==> config.mk <==
export PLATFORM = sky130hd
export DESIGN_NAME = vga_sync_gen
export DESIGN_NICKNAME = d
export VERILOG_FILES = /design/src/rtl/vga_sync_gen.sv
export SDC_FILE = /design/constraint.sdc
export NUM_CORES = 1
export LEC_CHECK = 0
export ABC_AREA = 0
export CORE_ASPECT_RATIO = 1.75
export CORE_MARGIN = 2
export CORE_UTILIZATION = 55
export CTS_CLUSTER_SIZE = 25
export DETAILED_ROUTE_END_ITERATION = 10
export PLACE_DENSITY = 0.79
export SLEW_MARGIN = 10
export SYNTH_ARGS = -nofsm -noshare
export SYNTH_HDL_FRONTEND = slang
export SYNTH_SLANG_ARGS = --single-unit
==> constraint.sdc <==
create_clock -name clk -period 2.6 [get_ports clk]
set_input_delay 0.39 -clock clk [delete_from_list [all_inputs] [get_ports clk]]
set_output_delay 0.39 -clock clk [all_outputs]
set_load 0.05 [all_outputs]
==> src/rtl/vga_sync_gen.sv <==
// Pixel-rate VGA timing generator: position counters plus a registered decode of
// sync, active-video, coordinates and line/frame strobes, all aligned to one pixel.
module vga_sync_gen #(
  parameter int unsigned H_ACTIVE = 640,
  parameter int unsigned H_FP     = 16,
  parameter int unsigned H_SYNC   = 96,
  parameter int unsigned H_BP     = 48,
  parameter int unsigned V_ACTIVE = 480,
  parameter int unsigned V_FP     = 10,
  parameter int unsigned V_SYNC   = 2,
  parameter int unsigned V_BP     = 33,
  parameter logic        SYNC_POL = 1'b0
) (
  input  logic       clk,
  input  logic       rst_n,
  input  logic       ce,
  output logic       vga_h_sync,
  output logic       vga_v_sync,
  output logic       active,
  output logic [9:0] x,
  output logic [9:0] y,
  output logic       line_start,
  output logic       frame_start
);

  localparam int unsigned CW       = 10;
  localparam int unsigned H_TOTAL  = H_ACTIVE + H_FP + H_SYNC + H_BP;
  localparam int unsigned V_TOTAL  = V_ACTIVE + V_FP + V_SYNC + V_BP;
  localparam int unsigned HS_START = H_ACTIVE + H_FP;
  localparam int unsigned HS_END   = HS_START + H_SYNC;
  localparam int unsigned VS_START = V_ACTIVE + V_FP;
  localparam int unsigned VS_END   = VS_START + V_SYNC;
  localparam logic [CW-1:0] H_LAST = CW'(H_TOTAL - 1);
  localparam logic [CW-1:0] V_LAST = CW'(V_TOTAL - 1);

  logic [CW-1:0] r_h_cnt;
  logic [CW-1:0] r_v_cnt;
  logic          r_h_sync;
  logic          r_v_sync;
  logic          r_active;
  logic [CW-1:0] r_x;
  logic [CW-1:0] r_y;
  logic          r_line_start;
  logic          r_frame_start;

  logic          w_h_wrap;
  logic [CW-1:0] w_h_next;
  logic [CW-1:0] w_v_next;
  logic          w_active;
  logic          w_hs_on;
  logic          w_vs_on;

  // Next scan position and its decode; outputs register this on an enabled edge.
  always_comb begin
    w_h_wrap = 1'b0;
    w_h_next = '0;
    w_v_next = r_v_cnt;
    w_active = 1'b0;
    w_hs_on  = 1'b0;
    w_vs_on  = 1'b0;

    w_h_wrap = (r_h_cnt == H_LAST);
    w_h_next = w_h_wrap ? '0 : r_h_cnt + CW'(1);
    if (w_h_wrap) begin
      w_v_next = (r_v_cnt == V_LAST) ? '0 : r_v_cnt + CW'(1);
    end

    w_active = (32'(w_h_next) < H_ACTIVE) && (32'(w_v_next) < V_ACTIVE);
    w_hs_on  = (32'(w_h_next) >= HS_START) && (32'(w_h_next) < HS_END);
    w_vs_on  = (32'(w_v_next) >= VS_START) && (32'(w_v_next) < VS_END);
  end

  // Reset parks the counters on the last pixel so the first enabled edge lands on (0,0).
  always_ff @(posedge clk) begin
    if (!rst_n) begin
      r_h_cnt       <= H_LAST;
      r_v_cnt       <= V_LAST;
      r_h_sync      <= ~SYNC_POL;
      r_v_sync      <= ~SYNC_POL;
      r_active      <= 1'b0;
      r_x           <= '0;
      r_y           <= '0;
      r_line_start  <= 1'b0;
      r_frame_start <= 1'b0;
    end else if (ce) begin
      r_h_cnt       <= w_h_next;
      r_v_cnt       <= w_v_next;
      r_h_sync      <= w_hs_on ? SYNC_POL : ~SYNC_POL;
      r_v_sync      <= w_vs_on ? SYNC_POL : ~SYNC_POL;
      r_active      <= w_active;
      r_x           <= w_h_next;
      r_y           <= w_v_next;
      r_line_start  <= (w_h_next == '0);
      r_frame_start <= (w_h_next == '0) && (w_v_next == '0);
    end else begin
      r_line_start  <= 1'b0;
      r_frame_start <= 1'b0;
    end
  end

  assign vga_h_sync  = r_h_sync;
  assign vga_v_sync  = r_v_sync;
  assign active      = r_active;
  assign x           = r_x;
  assign y           = r_y;
  assign line_start  = r_line_start;
  assign frame_start = r_frame_start;

endmodule
* Word level (Yosys, flattened, before mapping)
Index checks and enable logic that the tools add are counted.
Widths: inputs -> output; s select.
** Storage, ports and cells
- Flip-flop bits (word level) :: 45
- Bits of input ports :: 3
- Output and inout bits :: 25
- Logic and storage cells :: 31
** Cells by class
- Add/subtract/negate cells :: 2
- Magnitude comparators :: 6
- Equal/unequal tests :: 2
- Muxes and demuxes :: 5
- Reduce and logical (&&, ||, !) cells :: 7
** Operator list (count)
- $mux 10 :: 3
- $add 10x1->10 const B :: 2
- $eq 10x10->1 const B :: 2
- $logic_not 10->1 :: 2
- $lt 10x10->1 const B :: 2
- $lt 10x9->1 const B :: 2
- $ge 10x10->1 const B :: 1
- $ge 10x9->1 const B :: 1
- $logic_and 1x1->1 :: 4
- $mux 1 :: 2
- $reduce_and 2->1 :: 1

* Depth between registers and ports, before layout
Gate-level depths: netlist (run 1).
- Word-level depth :: 6
- Mapped depth :: 9
- Gate-level depth less buffers :: 8

* Least setup slack after synthesis (run 1)
Ideal clock, no wire load.
- Kind :: reg-to-reg
- Start :: reg r_h_cnt[0]
- End :: reg r_v_cnt[5]
- Setup time :: 0.070 ns
- Data arrival time :: 1.856 ns
- Data required time :: 2.530 ns
- Slack :: 0.674 ns
- Stages on the path, launching flop included :: 8
- Path buffers :: 1
- Period minus slack after synthesis :: 1.926 ns
- Path through :: dfxtp_1 ha_1 buf_4 nand4_2 nor3b_4 nand2_2 or4_1 a21boi_1
** Between the ends
- Longest elaborated chain between the ends :: 2
** Ends and longest elaborated chain
- start: declaration :: RTL line 36 : logic [CW-1:0] r_h_cnt;
- start signal: assignment :: RTL line 86 : r_h_cnt <= w_h_next;
- $eq 10x10->1 :: RTL line 62 : w_h_wrap = (r_h_cnt == H_LAST);
- $mux 10 :: RTL line 64 : if (w_h_wrap) begin
- end signal: assignment :: RTL line 87 : r_v_cnt <= w_v_next;
- end: declaration :: RTL line 37 : logic [CW-1:0] r_v_cnt;
Every way passes these cells.
A chain may end at the register's enable or synchronous reset.

* Final worst setup path (run 1)
- Start :: reg r_h_cnt[0]
- End :: reg r_active (netlist: active)
** Between the ends
- Longest elaborated chain between the ends :: 4
- Elaborated cells on any way between the ends :: 7
- Those cells by class :: add/sub (1); order compare (2); eq/ne (1); mux (2); reduce/logical (1)
** Ends and longest elaborated chain
- $add 10x1->10 / $eq 10x10->1 (equally long branches) :: RTL line 63, 62
- $mux 10 (on tied branches) :: RTL line 63, 64
- $lt 10x10->1 / $lt 10x9->1 (equally long branches) :: RTL line 68 : w_active = (32'(w_h_next) < H_ACTIVE) && (32'(w_v_next) < V_ACTIVE);
- $logic_and 1x1->1 * :: RTL line 68
- end signal: assignment :: RTL line 90 : r_active <= w_active;
- end: declaration :: RTL line 40 : logic r_active;
Every way passes the cells marked *; elsewhere a longest branch is shown, timed or not.

==> results of run 1 <==
[metrics by stage]
step / instances / total power, µW
2_1_floorplan: 277 / 980
3_3_place_gp: 328 / 1080
3_5_place_dp: 328 / 1090
4_1_cts: 336 / 1470
5_1_grt: 336 / 1530
6_report: 336 / 1460
[worst paths after layout]
kind | start | endpoint | slack (ps) | cells after the start
worst max register to register | r_h_cnt[0] | active | 300 | 8
worst min register to register | active | active | 470 | 2
worst max-delay path | r_h_cnt[0] | active | 300 | 8
worst min-delay path | active | active | 470 | 2
[tightest hold or removal path, stage by stage (launching register included)]
cell	delay (ps)
dfxtp_1	320
inv_1	50
o32ai_1	50
[layer usage]
metal	share of wire (%)	wire, µm	vias to the layer above
met1	37	1930	966
met2	57	2960	45
met5	0	0	-
li1	-	-	1000
met4	4.1	212	0
met3	2.4	128	18
[kinds of logic after synthesis]
kind of cell,count (synthesis),synth area share (%)
adders and majority gates,3,1.71
and+or+nand+nor,116,30.0
AOI/OAI and AO/OA,71,21.1
buffers and inverters,38,9.78
DFF,35,31.8
xor gates and xnor gates,14,5.57
[layout make-up]
cell class | count | area, µm² | area share (%)
Sequential cell | 35 | 701 | 28.2
Timing Repair Buffer | 35 | 330 | 13.3
Clock buffer | 6 | 72.6 | 2.92
Clock inverter | 2 | 12.5 | 0.504
Tap cell | 48 | 60.1 | 2.42
Inverter | 6 | 22.5 | 0.907
Multi-Input combinational cell | 204 | 1280 | 51.7
[where the power goes]
group          switching, µW  leakage, µW  internal, µW
clock                    199    0.0000412           187
sequential              53.7     0.000287           576
combinational            282     0.000577           163
[registers in the layout (all words and copies together) (netlist names)]
| signal | flops |
|---|---|
| r_h_cnt | 10 |
| r_v_cnt | 10 |
| x | 7 |
| y | 3 |
| active | 1 |
| frame_start | 1 |
| line_start | 1 |
| vga_h_sync | 1 |
| vga_v_sync | 1 |
[cells in the final DEF, fill, tap and decap left out, drive strengths merged, types with 2 or more instances in the layout]
master	instances
a211oi	2
a21boi	11
a21oi	13
a31oi	3
and2	6
and3	11
and4	3
buf	8
clkbuf	6
clkdlybuf4s50	27
dfxtp	35
ha	3
inv	6
nand2	21
nand2b	8
nand3	13
nand4	5
nor2	22
nor2b	5
nor3	8
nor3b	3
nor4b	2
o211a	3
o211ai	5
o21ai	21
o22ai	2
o31ai	2
or3	3
or4	2
xnor2	10
xor2	4
==> out/metrics.yaml, run 1 <==
core_region_area_um2: 3870
grtUsageMet2_pct: 45.2
drv_cap: 0
layout.nets: 293
skew_ps: 4.30
syn_to_final_growth_pct: 12.8
synth_nets: 283
post-place-ws_ps: 324
cts_root_buffer: "clkbuf_8"
critical-path-top-delay-family: "compound AO/OA/AOI/OAI gates"
fill_cells: 337
tightest_slew_ps: 501
use_met1_pct: 26.2
syn_avg_cell_area_um2: 7.95
synthTopCellsByArea: "dfxtp_1, buf_4, o21ai_0"
stdcell_area_um2: 2480
drive_gt1_share_pct: 7.99
p_leak_uw: 0.000905
wl_per_cell_um: 15.6
diodes: 0
first_pass_iters: 4
async_flop_share_pct: 0
grt_usage_pct: 24.9
via_count: 2029
arrival_ps: 2500
synth-edff-count: 0
cp_slowest_cell: "dfxtp_1"
cts_setup_buffers: 0
netlist_top_cells_count: "dfxtp_1, nor2_1, o21ai_0, nand2_1, buf_4"
hold_buffers: 0
netlist_instances: 277
vias_per_cell: 6.04
cp_cell_sequence: "ha_1 > nand4_2 > nor3b_4 > buf_4 > o21ai_0 > a21oi_1 > o21ai_0 > o32ai_1"
whs_ps: 467
synth_top_area_share_pct: 31.8
cp_common_cell: "o21ai_0"
grt_pass1_wl_mm: 8.51
dieArea_um2: 4540
finalMaxSlewViolations: 0
timing_hold_violations_final: 0
drc: 0
status: "complete, no violations"
wl_mm: 5.23
worstPathRequired_ps: 2800
tns_ps: 0
synthFlopType: "dfxtp_1"
pin_count: 28
grt_use_met3_pct: 3.24
setup_ws_ps: 296
cts-buffers-inserted: 5
fmax_ghz: 0.434
crit_path_end_kind: "flip-flop"
initial_core_util_pct: 56.9
gr-total-overflow: 0
start_kind: "flip-flop"
rows: 30
io_buffers: 27
clk_latency_ps: 290
synth.most_common_cell: "dfxtp_1"
antenna_left: 0
utilization_pct: 64.2
post-route-period-util_pct: 88.6
drtIter0Drc: 82
h-tree-depth: 2
die_h_um: 87.7
placed_area_um2: 2400
dpl.hpwl_mm: 3.89
critPathKind: "reg2reg"
synth.distinct_cells: 54
crit_path_max_incr_delay_ps: 380
syn_area_um2: 2200
yosys.area.top_type: "dfxtp_1"
synth-seq-cells: 35
rsz0062_at_grt: "false"
grt_busiest_layer: "met2"
cts.sinks: 35
cts_tree: "built"
cts_resized: 0
hold_path_class: "reg2reg"
critPathMaxFanout: 17
die_w_um: 51.8
crit_buf_inv: 1
setup_viol: 0
clockBufferDepth: 2
grt_max_degree: 33
clkTransAtPathRegs_ps: 70
post-route-min-period_ps: 2300
relSlewSlack_pct: 66.5
irDropWorstVdd_mv: 0.494
antenna_found_initial: 0
power.density_nw_per_um2: 588
place_congestion: 0.950
ys_seq_area_share_pct: 31.8
yosysWarnings: 0
grt_pass1_vias: 1843
Note: power is estimated with default switching activity, not from simulation.
==> run 2: changes to the inputs <==
- PLACE_DENSITY: 0.79 -> unset
- PLACE_DENSITY_LB_ADDON: unset -> 0.2
==> out/metrics.yaml, run 2 (synthesis gave the netlist of run 1 again) <==
drive_gt1_share_pct: 7.64  # -0.35 points
post-place-ws_ps: 282  # -41.6 ps
wl_mm: 5.36  # +2.4%
critical-path-top-delay-family: "compound AO/OA/AOI/OAI gates"
initial_core_util_pct: 56.9  # unchanged
power.density_nw_per_um2: 592  # +0.62%
grt_pass1_vias: 1886  # +2.3%
drv_cap: 0  # unchanged
hold_path_class: "reg2reg"
use_met1_pct: 25.9  # -0.31 points
relSlewSlack_pct: 65.7  # -0.82 points
first_pass_iters: 4  # unchanged
most-common-layout-cells: "dfxtp_1, clkdlybuf4s50_1, nor2_1, o21ai_0, nand2_1"
core_region_area_um2: 3870  # unchanged
irDropWorstVdd_mv: 0.595  # +20%
place_congestion: 0.944  # -0.63%
register_area_um2: 701  # unchanged
setup_ws_ps: 252  # -43.9 ps
fmax_ghz: 0.426  # -1.9%
cts.sinks: 35  # unchanged
final_common_cell: "dfxtp_1"
multi_input_area_um2: 1280  # unchanged
worstPathRequired_ps: 2800  # about the same
fill_cells: 367  # +8.9%
cts_setup_buffers: 0  # unchanged
critPathMaxFanout: 11  # -6
die_w_um: 51.8  # unchanged
syn_to_final_growth_pct: 12.7
cts_root_buffer: "clkbuf_8"
grtUsageMet2_pct: 47.8  # +2.5 points
pin_count: 28  # unchanged
rows: 30  # unchanged
h-tree-depth: 2  # unchanged
tightest_slew_ps: 513  # +12.3 ps
drc: 0  # unchanged
crit_path_max_incr_delay_ps: 420  # +40 ps
clk_latency_ps: 290  # about the same
p_leak_uw: 0.000906  # about the same
timing_hold_violations_final: 0  # unchanged
vias_per_cell: 6.04  # about the same
cts_resized: 0  # unchanged
post-route-period-util_pct: 90.3  # +1.7 points
critPathKind: "reg2reg"
grt_busiest_layer: "met2"
grt_max_degree: 33  # unchanged
clockBufferDepth: 2  # unchanged
gr-total-overflow: 0  # unchanged
crit_buf_inv: 1  # unchanged
status: "complete, no violations"
grt_usage_pct: 25.6  # +0.72 points
cp_common_cell: "o21ai_0"
cp_cell_sequence: "ha_1 > nand4_2 > nor3b_4 > buf_4 > o21ai_0 > a21oi_1 > o21ai_0 > o32ai_1"
arrival_ps: 2540  # +40 ps
crit_path_end_kind: "flip-flop"
cp_slowest_cell: "nor3b_4"
hold_buffers: 0  # unchanged
grt_use_met3_pct: 3.92  # +0.68 points
dpl.hpwl_mm: 3.98  # +2.1%
die_h_um: 87.7  # unchanged
post-route-min-period_ps: 2350  # +43.9 ps
wl_per_cell_um: 15.9  # +2.4%
cts-buffers-inserted: 5  # unchanged
drtIter0Drc: 70  # -15%
antenna_left: 0  # unchanged
tns_ps: 0  # unchanged
grt_pass1_wl_mm: 8.69  # +2.1%
io_buffers: 27  # unchanged
rsz0062_at_grt: "false"
layout.nets: 293  # unchanged
clkTransAtPathRegs_ps: 70  # about the same
diodes: 0  # unchanged
cts_tree: "built"
antenna_found_initial: 0  # unchanged
via_count: 2030  # +0.049%
skew_ps: 10.8  # +6.54 ps
finalMaxSlewViolations: 0  # unchanged
setup_viol: 0  # unchanged
dieArea_um2: 4540  # unchanged
start_kind: "flip-flop"
## run 2: worst register-to-register path, stage by stage, from the launching register on
cell     delay, ps
dfxtp_1        380
ha_1           330
nand4_2        220
nor3b_4        420
buf_4          240
o21ai_0        100
a21oi_1        230
o21ai_0        120
o32ai_1        220
## run 2: metrics by stage
step | instance area [µm²] | power (µW) | hold WS (ps) | utilization (%) | std cells
4_1_cts | 2480 | 1480 | 481 | 64.1 | 336
5_1_grt | 2480 | 1540 | 501 | 64.1 | 336
6_report | 2480 | 1470 | 473 | 64.1 | 336
3_3_place_gp | 2400 | 1080 | 463 | 62.0 | 328
2_1_floorplan | 2200 | 980 | 488 | - | 277
3_5_place_dp | 2400 | 1090 | 470 | 62.0 | 328
## run 2: path summary, 6_finish.rpt
path / start / to / cells past startpoint / slack (ps)
worst min register to register: active / active / 2 / 470
worst min-delay path: active / active / 2 / 470
worst max register to register: r_h_cnt[0] / active / 8 / 250
worst max-delay path: r_h_cnt[0] / active / 8 / 250
## run 2: area by class of cell
class	instances	area share (%)
Inverter	6	0.908
Tap cell	48	2.42
Multi-Input combinational cell	204	51.8
Clock buffer	7	3.08
Timing Repair Buffer	35	13.3
Sequential cell	35	28.3
Clock inverter	1	0.202
## run 2: power by group
group          switching (µW)  leakage, µW  internal (µW)
Combinational             289     0.000577            164
Sequential               50.6     0.000287            576
Clock                     200    0.0000422            188
## run 2: layer usage
| metal | vias up | part of all wire [%] |
|---|---|---|
| met1 | 966 | 37 |
| met2 | 52 | 56 |
| met4 | 0 | 3.7 |
| met5 | - | 0 |
| met3 | 18 | 2.9 |
| li1 | 994 | - |
